===== src/rtl/occupancy_map_streamer_if.sv =====
// Control, RAM read port and output stream bundle for occupancy_map_streamer.
// master = the streamer, slave = the surrounding system (controller, RAM, sink).
interface occupancy_map_streamer_if #(
    parameter int DATA_WIDTH = 8,
    parameter int MAP_WIDTH  = 256,
    parameter int MAP_HEIGHT = 128
);
    localparam int XW = $clog2(MAP_WIDTH);
    localparam int YW = $clog2(MAP_HEIGHT);
    localparam int AW = XW + YW;

    logic                  start;
    logic                  abort;
    logic [XW-1:0]         win_x0;
    logic [YW-1:0]         win_y0;
    logic [XW:0]           win_w;
    logic [YW:0]           win_h;
    logic                  busy;
    logic                  done;
    logic                  mem_rd_en;
    logic [AW-1:0]         mem_addr;
    logic [DATA_WIDTH-1:0] mem_rd_data;
    logic [DATA_WIDTH-1:0] out_data;
    logic                  out_valid;
    logic                  out_ready;
    logic                  out_last;

    modport master (
        input  start, abort, win_x0, win_y0, win_w, win_h, mem_rd_data, out_ready,
        output busy, done, mem_rd_en, mem_addr, out_data, out_valid, out_last
    );

    modport slave (
        output start, abort, win_x0, win_y0, win_w, win_h, mem_rd_data, out_ready,
        input  busy, done, mem_rd_en, mem_addr, out_data, out_valid, out_last
    );
endinterface


===== src/rtl/occupancy_map_streamer.sv =====
// Scans a clipped window of the occupancy RAM and streams cells out over valid/ready.
// Optional STREAM_CHECKSUM_EN appends a 16-bit sum of the streamed cells.
module occupancy_map_streamer #(
    parameter int DATA_WIDTH   = 8,
    parameter int MAP_WIDTH    = 256,
    parameter int MAP_HEIGHT   = 128,
    parameter int READ_LATENCY = 1
) (
    input  logic                     clock,
    input  logic                     reset_n,
    occupancy_map_streamer_if.master bus
);
    localparam int XW    = $clog2(MAP_WIDTH);
    localparam int YW    = $clog2(MAP_HEIGHT);
    localparam int AW    = XW + YW;
    localparam int NW    = AW + 1;
    localparam int DEPTH = READ_LATENCY + 1;
    localparam int CW    = $clog2(DEPTH + 1);
    localparam int PW    = $clog2(DEPTH);

`ifdef STREAM_CHECKSUM_EN
    localparam int NB  = (16 + DATA_WIDTH - 1) / DATA_WIDTH;
    localparam int SBW = $clog2(NB + 1);
    typedef enum logic [2:0] {IDLE, SCAN, DRAIN, SUM, DONE} state_e;
`else
    typedef enum logic [1:0] {IDLE, SCAN, DRAIN, DONE} state_e;
`endif

    state_e                  state_q;
    logic                    busy_q, done_q;
    logic [XW-1:0]           x_q, x0_q, xend_q;
    logic [YW-1:0]           y_q, yend_q;
    logic [NW-1:0]           left_q;
    logic [CW-1:0]           cnt_q, fcnt_q;
    logic [PW-1:0]           wr_ptr_q, rd_ptr_q;
    logic [READ_LATENCY-1:0] vld_pipe_q;
    logic [DATA_WIDTH-1:0]   fifo_q [DEPTH];

    logic [XW:0]           room_x, eff_w;
    logic [YW:0]           room_y, eff_h;
    logic [XW-1:0]         xend_d;
    logic [YW-1:0]         yend_d;
    logic [NW-1:0]         total_d;
    logic                  ret_vld, fifo_empty, head_vld, rd_en, xfer, push, pop, last_cell;
    logic [DATA_WIDTH-1:0] head_data;

    // Window clipping against the map edge, evaluated on the start cycle.
    always_comb begin
        room_x  = (XW+1)'(MAP_WIDTH) - {1'b0, bus.win_x0};
        room_y  = (YW+1)'(MAP_HEIGHT) - {1'b0, bus.win_y0};
        eff_w   = (bus.win_w < room_x) ? bus.win_w : room_x;
        eff_h   = (bus.win_h < room_y) ? bus.win_h : room_y;
        xend_d  = bus.win_x0 + eff_w[XW-1:0] - XW'(1);
        yend_d  = bus.win_y0 + eff_h[YW-1:0] - YW'(1);
        total_d = NW'(eff_w) * NW'(eff_h);
    end

    // Returning data bypasses the FIFO when it is empty, so the first beat
    // is visible in the same cycle the RAM presents it.
    assign ret_vld    = vld_pipe_q[READ_LATENCY-1];
    assign fifo_empty = (fcnt_q == '0);
    assign head_vld   = !fifo_empty || ret_vld;
    assign head_data  = fifo_empty ? bus.mem_rd_data : fifo_q[rd_ptr_q];
    assign rd_en      = (state_q == SCAN) && !bus.abort && (cnt_q < CW'(DEPTH));
    assign xfer       = head_vld && bus.out_ready;
    assign push       = ret_vld && !(fifo_empty && bus.out_ready);
    assign pop        = !fifo_empty && bus.out_ready;
    assign last_cell  = (left_q == NW'(1));

    function automatic logic [PW-1:0] ptr_inc(input logic [PW-1:0] p);
        return (p == PW'(DEPTH - 1)) ? '0 : p + PW'(1);
    endfunction

`ifdef STREAM_CHECKSUM_EN
    logic [15:0]              sum_q;
    logic [SBW-1:0]           sbeat_q;
    logic [NB*DATA_WIDTH-1:0] sum_ext;
    assign sum_ext = (NB*DATA_WIDTH)'(sum_q);
`endif

    always_ff @(posedge clock or negedge reset_n) begin
        if (!reset_n) begin
            state_q    <= IDLE;
            busy_q     <= 1'b0;
            done_q     <= 1'b0;
            x_q        <= '0;
            y_q        <= '0;
            x0_q       <= '0;
            xend_q     <= '0;
            yend_q     <= '0;
            left_q     <= '0;
            cnt_q      <= '0;
            fcnt_q     <= '0;
            wr_ptr_q   <= '0;
            rd_ptr_q   <= '0;
            vld_pipe_q <= '0;
`ifdef STREAM_CHECKSUM_EN
            sum_q      <= '0;
            sbeat_q    <= '0;
`endif
        end else begin
            done_q     <= 1'b0;
            vld_pipe_q <= READ_LATENCY'({vld_pipe_q, rd_en});
            // Credits cover reads in flight plus cells parked in the FIFO.
            cnt_q      <= cnt_q + CW'(rd_en) - CW'(xfer);
            fcnt_q     <= fcnt_q + CW'(push) - CW'(pop);
            if (push) wr_ptr_q <= ptr_inc(wr_ptr_q);
            if (pop)  rd_ptr_q <= ptr_inc(rd_ptr_q);
            if (xfer) begin
                left_q <= left_q - NW'(1);
`ifdef STREAM_CHECKSUM_EN
                sum_q  <= sum_q + 16'(head_data);
`endif
            end
            case (state_q)
                IDLE: begin
                    if (bus.start && !bus.abort) begin
                        busy_q  <= 1'b1;
                        x_q     <= bus.win_x0;
                        y_q     <= bus.win_y0;
                        x0_q    <= bus.win_x0;
                        xend_q  <= xend_d;
                        yend_q  <= yend_d;
                        left_q  <= total_d;
`ifdef STREAM_CHECKSUM_EN
                        sum_q   <= '0;
                        sbeat_q <= '0;
`endif
                        state_q <= (eff_w == '0 || eff_h == '0) ? DONE : SCAN;
                    end
                end
                SCAN, DRAIN: begin
                    if (bus.abort) begin
                        vld_pipe_q <= '0;
                        cnt_q      <= '0;
                        fcnt_q     <= '0;
                        wr_ptr_q   <= '0;
                        rd_ptr_q   <= '0;
                        state_q    <= DONE;
                    end else if (state_q == SCAN) begin
                        if (rd_en) begin
                            if (x_q == xend_q) begin
                                x_q <= x0_q;
                                if (y_q == yend_q) state_q <= DRAIN;
                                else               y_q     <= y_q + YW'(1);
                            end else begin
                                x_q <= x_q + XW'(1);
                            end
                        end
                    end else if (xfer && last_cell) begin
`ifdef STREAM_CHECKSUM_EN
                        state_q <= SUM;
`else
                        state_q <= DONE;
`endif
                    end
                end
`ifdef STREAM_CHECKSUM_EN
                SUM: begin
                    if (bus.out_ready) begin
                        if (sbeat_q == SBW'(NB - 1)) state_q <= DONE;
                        else                         sbeat_q <= sbeat_q + SBW'(1);
                    end
                end
`endif
                DONE: begin
                    done_q  <= 1'b1;
                    busy_q  <= 1'b0;
                    state_q <= IDLE;
                end
                default: state_q <= IDLE;
            endcase
        end
    end

    always_ff @(posedge clock) begin
        if (push) fifo_q[wr_ptr_q] <= bus.mem_rd_data;
    end

    assign bus.busy      = busy_q;
    assign bus.done      = done_q;
    assign bus.mem_rd_en = rd_en;
    assign bus.mem_addr  = {y_q, x_q};

`ifdef STREAM_CHECKSUM_EN
    assign bus.out_valid = (state_q == SUM) || head_vld;
    assign bus.out_data  = (state_q == SUM) ? sum_ext[sbeat_q*DATA_WIDTH +: DATA_WIDTH]
                         : (head_vld ? head_data : '0);
    assign bus.out_last  = (state_q == SUM) && (sbeat_q == SBW'(NB - 1));
`else
    assign bus.out_valid = head_vld;
    assign bus.out_data  = head_vld ? head_data : '0;
    assign bus.out_last  = head_vld && last_cell;
`endif
endmodule


===== src/flat_wrapper.sv =====
// flat-port wrapper written by rule: the top's interface ports become plain ports
module occupancy_map_streamer_flat 
#(
    parameter int DATA_WIDTH   = 8,
    parameter int MAP_WIDTH    = 256,
    parameter int MAP_HEIGHT   = 128,
    parameter int READ_LATENCY = 1
)
  (clock, reset_n, bus_start, bus_abort, bus_win_x0, bus_win_y0, bus_win_w, bus_win_h, bus_mem_rd_data, bus_out_ready, bus_busy, bus_done, bus_mem_rd_en, bus_mem_addr, bus_out_data, bus_out_valid, bus_out_last);
  occupancy_map_streamer_if #(.DATA_WIDTH(DATA_WIDTH), .MAP_WIDTH(MAP_WIDTH), .MAP_HEIGHT(MAP_HEIGHT)) bus_i ();
  input  logic clock;
  input  logic reset_n;
  input wire logic [$bits(bus_i.start)-1:0] bus_start;
  input wire logic [$bits(bus_i.abort)-1:0] bus_abort;
  input wire logic [$bits(bus_i.win_x0)-1:0] bus_win_x0;
  input wire logic [$bits(bus_i.win_y0)-1:0] bus_win_y0;
  input wire logic [$bits(bus_i.win_w)-1:0] bus_win_w;
  input wire logic [$bits(bus_i.win_h)-1:0] bus_win_h;
  input wire logic [$bits(bus_i.mem_rd_data)-1:0] bus_mem_rd_data;
  input wire logic [$bits(bus_i.out_ready)-1:0] bus_out_ready;
  output wire logic [$bits(bus_i.busy)-1:0] bus_busy;
  output wire logic [$bits(bus_i.done)-1:0] bus_done;
  output wire logic [$bits(bus_i.mem_rd_en)-1:0] bus_mem_rd_en;
  output wire logic [$bits(bus_i.mem_addr)-1:0] bus_mem_addr;
  output wire logic [$bits(bus_i.out_data)-1:0] bus_out_data;
  output wire logic [$bits(bus_i.out_valid)-1:0] bus_out_valid;
  output wire logic [$bits(bus_i.out_last)-1:0] bus_out_last;
  assign bus_i.start = bus_start;
  assign bus_i.abort = bus_abort;
  assign bus_i.win_x0 = bus_win_x0;
  assign bus_i.win_y0 = bus_win_y0;
  assign bus_i.win_w = bus_win_w;
  assign bus_i.win_h = bus_win_h;
  assign bus_i.mem_rd_data = bus_mem_rd_data;
  assign bus_i.out_ready = bus_out_ready;
  assign bus_busy = bus_i.busy;
  assign bus_done = bus_i.done;
  assign bus_mem_rd_en = bus_i.mem_rd_en;
  assign bus_mem_addr = bus_i.mem_addr;
  assign bus_out_data = bus_i.out_data;
  assign bus_out_valid = bus_i.out_valid;
  assign bus_out_last = bus_i.out_last;
  occupancy_map_streamer #(.DATA_WIDTH(DATA_WIDTH), .MAP_WIDTH(MAP_WIDTH), .MAP_HEIGHT(MAP_HEIGHT), .READ_LATENCY(READ_LATENCY)) u_core (.clock(clock), .reset_n(reset_n), .bus(bus_i));
endmodule

===== config.mk =====
export PLATFORM = sky130hd
export DESIGN_NAME = occupancy_map_streamer_flat
export DESIGN_NICKNAME = d
export VERILOG_FILES = /design/src/rtl/occupancy_map_streamer_if.sv /design/src/rtl/occupancy_map_streamer.sv /design/src/flat_wrapper.sv
export SDC_FILE = /design/constraint.sdc
export NUM_CORES = 1
export LEC_CHECK = 0
export BUFFER_PORTS_ARGS = -buffer_cell sky130_fd_sc_hd__buf_2
export CORE_MARGIN = 2
export CORE_UTILIZATION = 55
export CTS_CLUSTER_SIZE = 20
export DETAILED_ROUTE_END_ITERATION = 7
export PLACE_DENSITY = 0.81
export SLEW_MARGIN = 10
export SYNTH_ARGS = -nofsm -noshare
export SYNTH_HDL_FRONTEND = slang
export SYNTH_SLANG_ARGS = --single-unit

===== constraint.sdc =====
create_clock -name clock -period 4.2 [get_ports clock]
set_input_delay 0.84 -clock clock [delete_from_list [all_inputs] [get_ports clock]]
set_output_delay 0.84 -clock clock [all_outputs]
set_load 0.005 [all_outputs]

* Yosys cells after proc, flatten, opt, wreduce, memory -nomap -nowiden *
Memories as Yosys holds them, arrays and structs flattened.
Index checks and enable logic that the tools add are counted.

storage, ports and cells
  register bits after elaboration = 65
  bits in writable memories = 16
  output and inout port bits = 28
  memories kept = 1

operators by class
  $add $sub $neg = 15
  $mul = 1
  magnitude comparators = 3
  eq/ne operators = 16
  mux-type cells = 48
  reductions and logical operators = 26

memories
  memory         words  width  rd ports  clocked after Yosys merged registers in  write ports  RTL line                      RTL
  u_core.fifo_q  2      8      1         0                                        1            occupancy_map_streamer.sv:37  logic [DATA_WIDTH-1:0] fifo_q [DEPTH];

operators with widths
  kind                                                number
  two-way mux 8 bit                                   8
  two-way mux 16 bit                                  3
  two-way mux 7 bit                                   6
  two-way mux 2 bit                                   12
  == test 16 x 1 -> 1 bit, second input constant      1
  multiplier 9 x 8 -> 16 bit                          1
  one-hot mux 8 bit (2 select lines)                  1
  subtractor 16 x 1 -> 16 bit, second input constant  1
  two-way mux 1 bit                                   14
  one-hot mux 7 bit (2 select lines)                  1
  AND reduction 5 bit                                 2
  logical AND 1 bit                                   9
  zero test 9 bit                                     1
  less-than comparator 9 bit                          1
  two-way mux 9 bit                                   1
  subtractor 9 x 8 -> 9 bit, first input constant     1
  adder 8 x 1 -> 8 bit, second input constant         1
  adder 8 bit                                         1
  == test 8 bit                                       1
  zero test 8 bit                                     1
  less-than comparator 8 bit                          1
  != test 2 x 1 -> 1 bit, second input constant       4
  != test 4 bit, second input constant                2
  subtractor 8 x 1 -> 8 bit, second input constant    1
  23 further kinds                                    34

* Logic depth before layout (Yosys ltp) *
Gate-level depths: netlist (run 1).

  word-level depth = 9
  mapped depth = 30
  mapped depth without buffers = 29

* Worst setup path after synthesis (run 1) *
No wires, ideal clock.

  kind = input -> register
  from = in bus_win_y0[2]
  to = reg u_core.left_q[15]
  data arrival time = 7.088 ns
  data required time = 4.068 ns
  path slack = -3.020 ns
  stages = 26
  path through = buf_2 > nor4_1 > nand2_1 > xor2_1 > inv_1 > ha_1 > nand4_1 > o31ai_2 > buf_6 > mux2i_1 > or2_2 > fa_1 > fa_1 > inv_1 > fa_1 > inv_1 > fa_1 > inv_1 > ha_1 > o21ai_0 > a21oi_1 > o21ai_0 > a31oi_1 > or4bb_1 > o311ai_1 > nor4_1

between the ends
  word-level cells in the longest chain between the ends = 6

ends and longest elaborated chain
  item                          RTL line                       RTL
  start: declaration            flat_wrapper.sv:16             input wire logic [$bits(bus_i.win_y0)-1:0] bus_win_y0;
  subtractor 8 x 7 -> 8 bit *   occupancy_map_streamer.sv:50   room_y = (YW+1)'(MAP_HEIGHT) - {1'b0, bus.win_y0};
  less-than comparator 8 bit    occupancy_map_streamer.sv:52   eff_h = (bus.win_h < room_y) ? bus.win_h : room_y;
  two-way mux 8 bit *           occupancy_map_streamer.sv:52
  multiplier 9 x 8 -> 16 bit *  occupancy_map_streamer.sv:55   total_d = NW'(eff_w) * NW'(eff_h);
  two-way mux 16 bit *          occupancy_map_streamer.sv:117  if (bus.start && !bus.abort) begin
  two-way mux 16 bit *          occupancy_map_streamer.sv:115  case (state_q)
  end signal: assignment        occupancy_map_streamer.sv:110  left_q <= left_q - NW'(1);
  end signal: assignment        occupancy_map_streamer.sv:124  left_q <= total_d;
  end: declaration              occupancy_map_streamer.sv:33   logic [NW-1:0] left_q;

Mark *: on every way between the ends. The rest lies on a longest branch, timed or not.
A chain may end at the register's enable or synchronous reset.

* Worst setup path after layout (run 1) *
  from = in bus_win_x0[2]
  to = reg u_core.left_q[15]

between the ends
  word-level cells in the longest chain between the ends = 6

ends and longest elaborated chain
  item                          RTL line                       RTL
  start: declaration            flat_wrapper.sv:15             input wire logic [$bits(bus_i.win_x0)-1:0] bus_win_x0;
  subtractor 9 x 8 -> 9 bit *   occupancy_map_streamer.sv:49   room_x = (XW+1)'(MAP_WIDTH) - {1'b0, bus.win_x0};
  less-than comparator 9 bit    occupancy_map_streamer.sv:51   eff_w = (bus.win_w < room_x) ? bus.win_w : room_x;
  two-way mux 9 bit *           occupancy_map_streamer.sv:51
  multiplier 9 x 8 -> 16 bit *  occupancy_map_streamer.sv:55
  two-way mux 16 bit *          occupancy_map_streamer.sv:117
  two-way mux 16 bit *          occupancy_map_streamer.sv:115

Marked as above.

==> impl_metrics.json, run 1 <==
{
  "grt_max_degree": 46,
  "dieArea_um2": 15650,
  "synth_top_cell_area_share_pct": 20.16,
  "max_stage_delay_ns": 0.55,
  "timing.rr.start": "u_core.state_q[1]$_DFFE_PN0P_",
  "synth.avg_cell_area_um2": 8.787,
  "holdWs_ns": 0.4981,
  "syn_nets": 1096,
  "max_freq_ghz": 0.1423,
  "syn_inst": 918,
  "track_usage_pct": 32.63,
  "netlist-cell-type-count": 67,
  "drt-vias-per-instance": 6.124,
  "crit_slowest_cell": "fa_1",
  "utilization_pct": 81.05,
  "crit_path_start": "bus_win_x0[2]",
  "n_antenna_cell": 0,
  "clock_sinks": 81,
  "cp.arrival_ns": 7.23,
  "cts_hold_buf": 0,
  "finalInstanceArea_um2": 11690,
  "wire_per_inst_um": 21.52,
  "ant_nets": 0,
  "cp_top_family": "adder cells",
  "p_leak_nw": 5.461,
  "area_growth_pct": 44.92,
  "drc_errors": 1,
  "timing.final.crit_share_pct": 167.3,
  "postPlaceCellArea_um2": 10280,
  "finClkSkew_ns": 0.006201,
  "hold_start": "u_core.x0_q[4]$_DFFE_PN0P_",
  "synth_edf_count": 16,
  "row_count": 44,
  "netlist_area_um2": 8066,
  "synth.most_common_cell": "inv_1",
  "vias": 8390,
  "antenna_found_initial": 0,
  "synthTopCellsByArea": "dfrtp_1, ha_1, fa_1, edfxtp_1, inv_1",
  "ioPinCount": 73,
  "cp-end-kind": "flop",
  "drt_iter0_markers": 869,
  "finalHoldViolCount": 0,
  "grt_pass1_wl_um": 41010,
  "async_reset_ff_share_pct": 80.25,
  "core_area_um2": 14420,
  "cp.required_ns": 4.40,
  "reg2reg_depth": 8,
  "cts-buffers-inserted": 9,
  "die_x_um": 125.1,
  "cts_max_level": 3,
  "die_h_um": 125.1,
  "violations": "design-rule violations, negative setup slack",
  "clock_latency_ns": 0.34,
  "portBuffers": 72,
  "cts_tree": "done",
  "finalCriticalPeriod_ns": 7.028,
  "start_util_pct": 55.92,
  "wirelength_um": 29480,
  "globalRoute.totalOverflow": 0,
  "place_congestion": 0.9126,
  "nNetsFinal": 1359,
  "finalSetupViolations": 25,
  "peakVddDrop_v": 0.0003747,
  "ys.flop_type": "dfrtp_1",
  "worstHoldPathCells": 2,
  "worstMarginPinSlew_ns": 1.005,
  "place_hpwl_um": 17220,
  "path_class": "in2reg",
  "rsz0062_at_grt": "true",
  "crit_cells": 29,
  "status": "finished with violations",
  "cts_buffer_depth": 2,
  "min_path_type": "reg2reg",
  "crit_path_max_fanout": 6,
  "ys_seq_area_share_pct": 26.12,
  "grt_pass1_vias": 8283,
  "ys_warn_count": 0,
  "first_pass_iters": 8,
  "drive_gt1_share_pct": 40.47,
  "synth_common_cells": "inv_1, nor2_1, ha_1",
  "clkTransAtPathRegs_ns": 0.06,
  "place_ws_ns": -2.923,
  "synth_top_cell_by_area": "dfrtp_1",
  "maxCapViolCount": 0,
  "power.density_nw_per_um2": 660.7,
  "critPathBufInv": 6,
  "p_total_mw": 7.723,
  "startpoint_type": "input pin",
  "ys_ff_latch": 81,
  "layout_setup_ws_ns": -2.828,
  "cts-root-buf": "clkbuf_16",
  "slew_headroom_pct": 33.00,
  "slew_violations": 0
}
## power by group
| part | switching, mW | internal, mW |
|---|---|---|
| clock | 0.299 | 0.570 |
| sequential | 0.345 | 1.11 |
| combinational | 2.86 | 2.53 |
| total | 3.51 | 4.22 |
## logic make-up after synthesis
logic type,share of synthesized area (%)
XOR/XNOR,7.818
buffers and inverters,7.135
adder cells (fa/ha/maj),24.63
flip-flops,26.12
AND/OR/NAND/NOR,17.68
multiplexers,4.297
AO/OA/AOI/OAI,12.32
## final timing paths
| check | to | slack, ns |
|---|---|---|
| setup / recovery | u_core.left_q[15]$_DFF_PN0_ | -2.83 |
| hold / removal | u_core.x0_q[4]$_DFFE_PN0P_ | 0.50 |
| setup reg to reg | u_core.y_q[6]$_DFFE_PN0P_ | 1.23 |
| hold reg to reg | u_core.x0_q[4]$_DFFE_PN0P_ | 0.50 |
| max in group asynchronous | u_core.left_q[5]$_DFF_PN0_ | 2.65 |
| min in group asynchronous | u_core.yend_q[0]$_DFFE_PN0P_ | 0.67 |
## timing repair
item	in CTS	in global routing
gates resized for setup	91	87
cloned	1	0
endpoints found under the hold margin	0	0
pin swaps	58	95
setup endpoints to repair	25	26
setup buffers	23	29
## cell usage in the layout (no fill, tap or decap), types with 7 or more instances in the layout
master	n
clkbuf_16	9
nor4_1	12
nor2_1	84
nand3_1	21
buf_6	26
o21ai_0	29
buf_4	175
mux2_2	8
nor3_1	13
mux2i_1	14
xor2_1	33
o21ai_1	14
nor2_4	9
buf_2	67
nand2b_1	13
ha_4	29
nor2_2	21
a21oi_1	33
ha_1	60
a21oi_4	8
fa_1	37
a21oi_2	11
dfrtp_1	65
xnor2_1	28
mux2i_4	10
inv_1	102
nand2_1	58
xnor2_2	7
inv_2	17
edfxtp_1	16
## per-stage QoR
stage,std cells,setup TNS [ns]
floorplan,918,-25.68
global placement,1312,-35.84
detailed placement,1312,-38.91
CTS,1351,-30.25
global route,1370,-37.36
finish,1370,-34.55
## metal layers
metal | track usage [%] | part of all wire [%] | wire (um) | vias to the layer above
met5 | 0 | 0 | 0 | -
met1 | 39.77 | 36 | 10600 | 4020
met4 | 15.49 | 7.4 | 2185 | 0
met2 | 55.59 | 48 | 14220 | 556
li1 | - | - | - | 3613
met3 | 6.590 | 8.4 | 2469 | 201
## flip-flops by register name, indices dropped and copies added (netlist names), 2 cells and up
signal,cells
u_core.x_q,8
u_core.yend_q,7
u_core.cnt_q,2
u_core.y_q,7
u_core.left_q,16
u_core.state_q,2
u_core.xend_q,8
u_core.fcnt_q,2
u_core.x0_q,8
u_core.fifo_q,16
## worst min-delay path, delay by kind of cell, from the launching register on
family | cells | cell delay [ns]
simple gates | 1 | 0.05
compound gates | 1 | 0.06
flops | 1 | 0.35
## area by class of cell
cell class,instances,area (um^2)
clock buffers,14,274.0
clock inverters,2,60.06
multi-input cells,689,6465
well taps,184,230.2
inverters,124,476.7
flip-flops and latches,81,2107
fillers,742,2734
repair buffers,276,2077
Power figures use the tool's default switching activity.
==> run 2: changes to the inputs <==
--- a/config.mk
+++ b/config.mk
@@ -11,6 +11,7 @@
 export CTS_CLUSTER_SIZE = 20
 export DETAILED_ROUTE_END_ITERATION = 7
 export PLACE_DENSITY = 0.81
+export SETUP_SLACK_MARGIN = 0.1
 export SLEW_MARGIN = 10
 export SYNTH_ARGS = -nofsm -noshare
 export SYNTH_HDL_FRONTEND = slang
==> run 2 against run 1 <==
  * The run ends with negative setup slack left
  * Combinational power decreased by 2%
  * Wire length up 13%
  * Sequential power increased by 3%
  * Clock-buffer cell count is the same
  * Largest power group unchanged
  * Worst setup slack worse by 0.13 ns
==> impl_metrics.json, run 2 (synthesis results as in run 1) <==
{
  "maxCapViolCount": 0,
  "area_growth_pct": 47.28,
  "cts_buffer_depth": 2,
  "num-fill-cells": 677,
  "finalHoldViolCount": 0,
  "worstMarginPinSlew_ns": 0.9796,
  "clock_sinks": 81,
  "dieArea_um2": 15650,
  "crit_path_max_fanout": 5,
  "peakVddDrop_v": 0.0004014,
  "track_usage_pct": 36.72,
  "clock_latency_ns": 0.35,
  "layout_setup_ws_ns": -2.954,
  "wire_per_inst_um": 24.10,
  "portBuffers": 72,
  "violations": "negative setup slack",
  "cts_tree": "done",
  "ioPinCount": 73,
  "path_common_cell": "fa_1",
  "core_area_um2": 14420,
  "max_stage_delay_ns": 0.52,
  "startpoint_type": "input pin",
  "max_freq_ghz": 0.1398,
  "cts_max_level": 3,
  "clkTransAtPathRegs_ns": 0.06,
  "slew_headroom_pct": 34.69,
  "antenna_found_initial": 1,
  "crit_slowest_cell": "fa_1",
  "cp-end-kind": "flop",
  "holdWs_ns": 0.5044,
  "first_pass_iters": 6,
  "grt_pass1_vias": 8870,
  "p_leak_nw": 5.555,
  "wirelength_um": 33380,
  "start_util_pct": 55.92,
  "grt_pass1_wl_um": 45510,
  "slew_violations": 0,
  "cp.required_ns": 4.41,
  "grt_max_degree": 73,
  "place_hpwl_um": 17500,
  "timing.final.crit_share_pct": 170.3,
  "drt-vias-per-instance": 6.500,
  "place_ws_ns": -2.896,
  "power.density_nw_per_um2": 634.1,
  "globalRoute.totalOverflow": 0,
  "rsz0062_at_grt": "true",
  "mostFrequentLayoutCells": "buf_4, inv_1, nor2_1",
  "cts_hold_buf": 0,
  "die_h_um": 125.1,
  "p_total_mw": 7.533,
  "nNetsFinal": 1373,
  "die_x_um": 125.1,
  "top_regs": "u_core.fifo_q: 16 flops, u_core.left_q: 16 flops",
  "final_common_cell": "buf_4",
  "cts-root-buf": "clkbuf_16",
  "vias": 9003,
  "cp.arrival_ns": 7.37,
  "drt_iter0_markers": 1174,
  "path_class": "in2reg",
  "finalCriticalPeriod_ns": 7.154,
  "drc_errors": 0,
  "status": "finished with violations",
  "finalSetupViolations": 29,
  "row_count": 44,
  "min_path_type": "reg2reg",
  "place_congestion": 0.9116,
  "utilization_pct": 82.36,
  "drive_gt1_share_pct": 41.83,
  "finClkSkew_ns": 0.007481,
  "cts-buffers-inserted": 9,
  "ant_nets": 0
}
[run 2: changes by cell type in the layout (fill, tap and decap cells not counted), sizes merged]
cell / before / now
clkinvlp: 1 / 2
bufinv: 2 / 0
diode: 0 / 1
clkinv: 1 / 2
buf: 276 / 290
[run 2: final cells by class]
type	instances	area (um^2)	share of cell area [%]
flip-flops and latches	81	2107	17.74
multi-input cells	689	6509	54.79
repair buffers	290	2268	19.09
diodes	1	2.502	0.02106
inverters	124	476.7	4.013
clock buffers	14	274.0	2.306
clock inverters	2	12.51	0.1053
well taps	184	230.2	1.938
[run 2: stage by stage]
step           std cells  setup TNS [ns]  cell area (um^2)
6_report            1385          -50.16             11880
5_1_grt             1385          -53.82             11880
4_1_cts             1370          -39.81             11340
3_5_place_dp        1315          -39.78             10340
3_3_place_gp        1315          -35.64             10340
2_1_floorplan        918          -25.63              8581
[run 2: worst max-delay path, delay by kind of cell]
| family | cells | cell delay (ns) |
|---|---|---|
| adders and majority gates | 6 | 2.47 |
| and+or+nand+nor | 8 | 1.68 |
| AOI/OAI and AO/OA | 8 | 1.35 |
| buffers and inverters | 7 | 0.79 |
| xor gates and xnor gates | 1 | 0.25 |
[run 2: repair_timing]
item                       CTS  global route
gates resized for setup     94           104
pin swaps                   41            46
setup endpoints to repair   25            29
buffers inserted            42            26
[run 2: final timing paths]
check                                         startpoint                           end  slack, ns  depth (start not counted)
max                                        bus_win_x0[3]   u_core.left_q[15]$_DFF_PN0_      -2.95                         30
min                            u_core.cnt_q[1]$_DFF_PN0_      u_core.ret_vld$_DFF_PN0_       0.50                          1
max reg2reg                u_core.state_q[0]$_DFFE_PN0P_     u_core.x_q[2]$_DFFE_PN0P_       1.22                          6
min reg2reg                    u_core.cnt_q[1]$_DFF_PN0_      u_core.ret_vld$_DFF_PN0_       0.50                          1
max in group asynchronous                        reset_n    u_core.left_q[4]$_DFF_PN0_       2.64                          2
min in group asynchronous                        reset_n  u_core.yend_q[1]$_DFFE_PN0P_       0.64                          1
[run 2: per-layer routing]
metal	part of all wire [%]	up-vias	routed length (um)	GRT usage, %
met5	0	-	0	0
met3	11	304	3537	9.114
met4	9.5	0	3185	23.33
met2	47	814	15630	61.70
met1	33	4233	11020	41.93
li1	-	3652	-	-
[run 2: where the power goes]
| part | switching, mW | total (mW) | internal, mW |
|---|---|---|---|
| Combinational | 2.85 | 5.27 | 2.41 |
| Sequential | 0.391 | 1.50 | 1.11 |
| Clock | 0.315 | 0.764 | 0.449 |
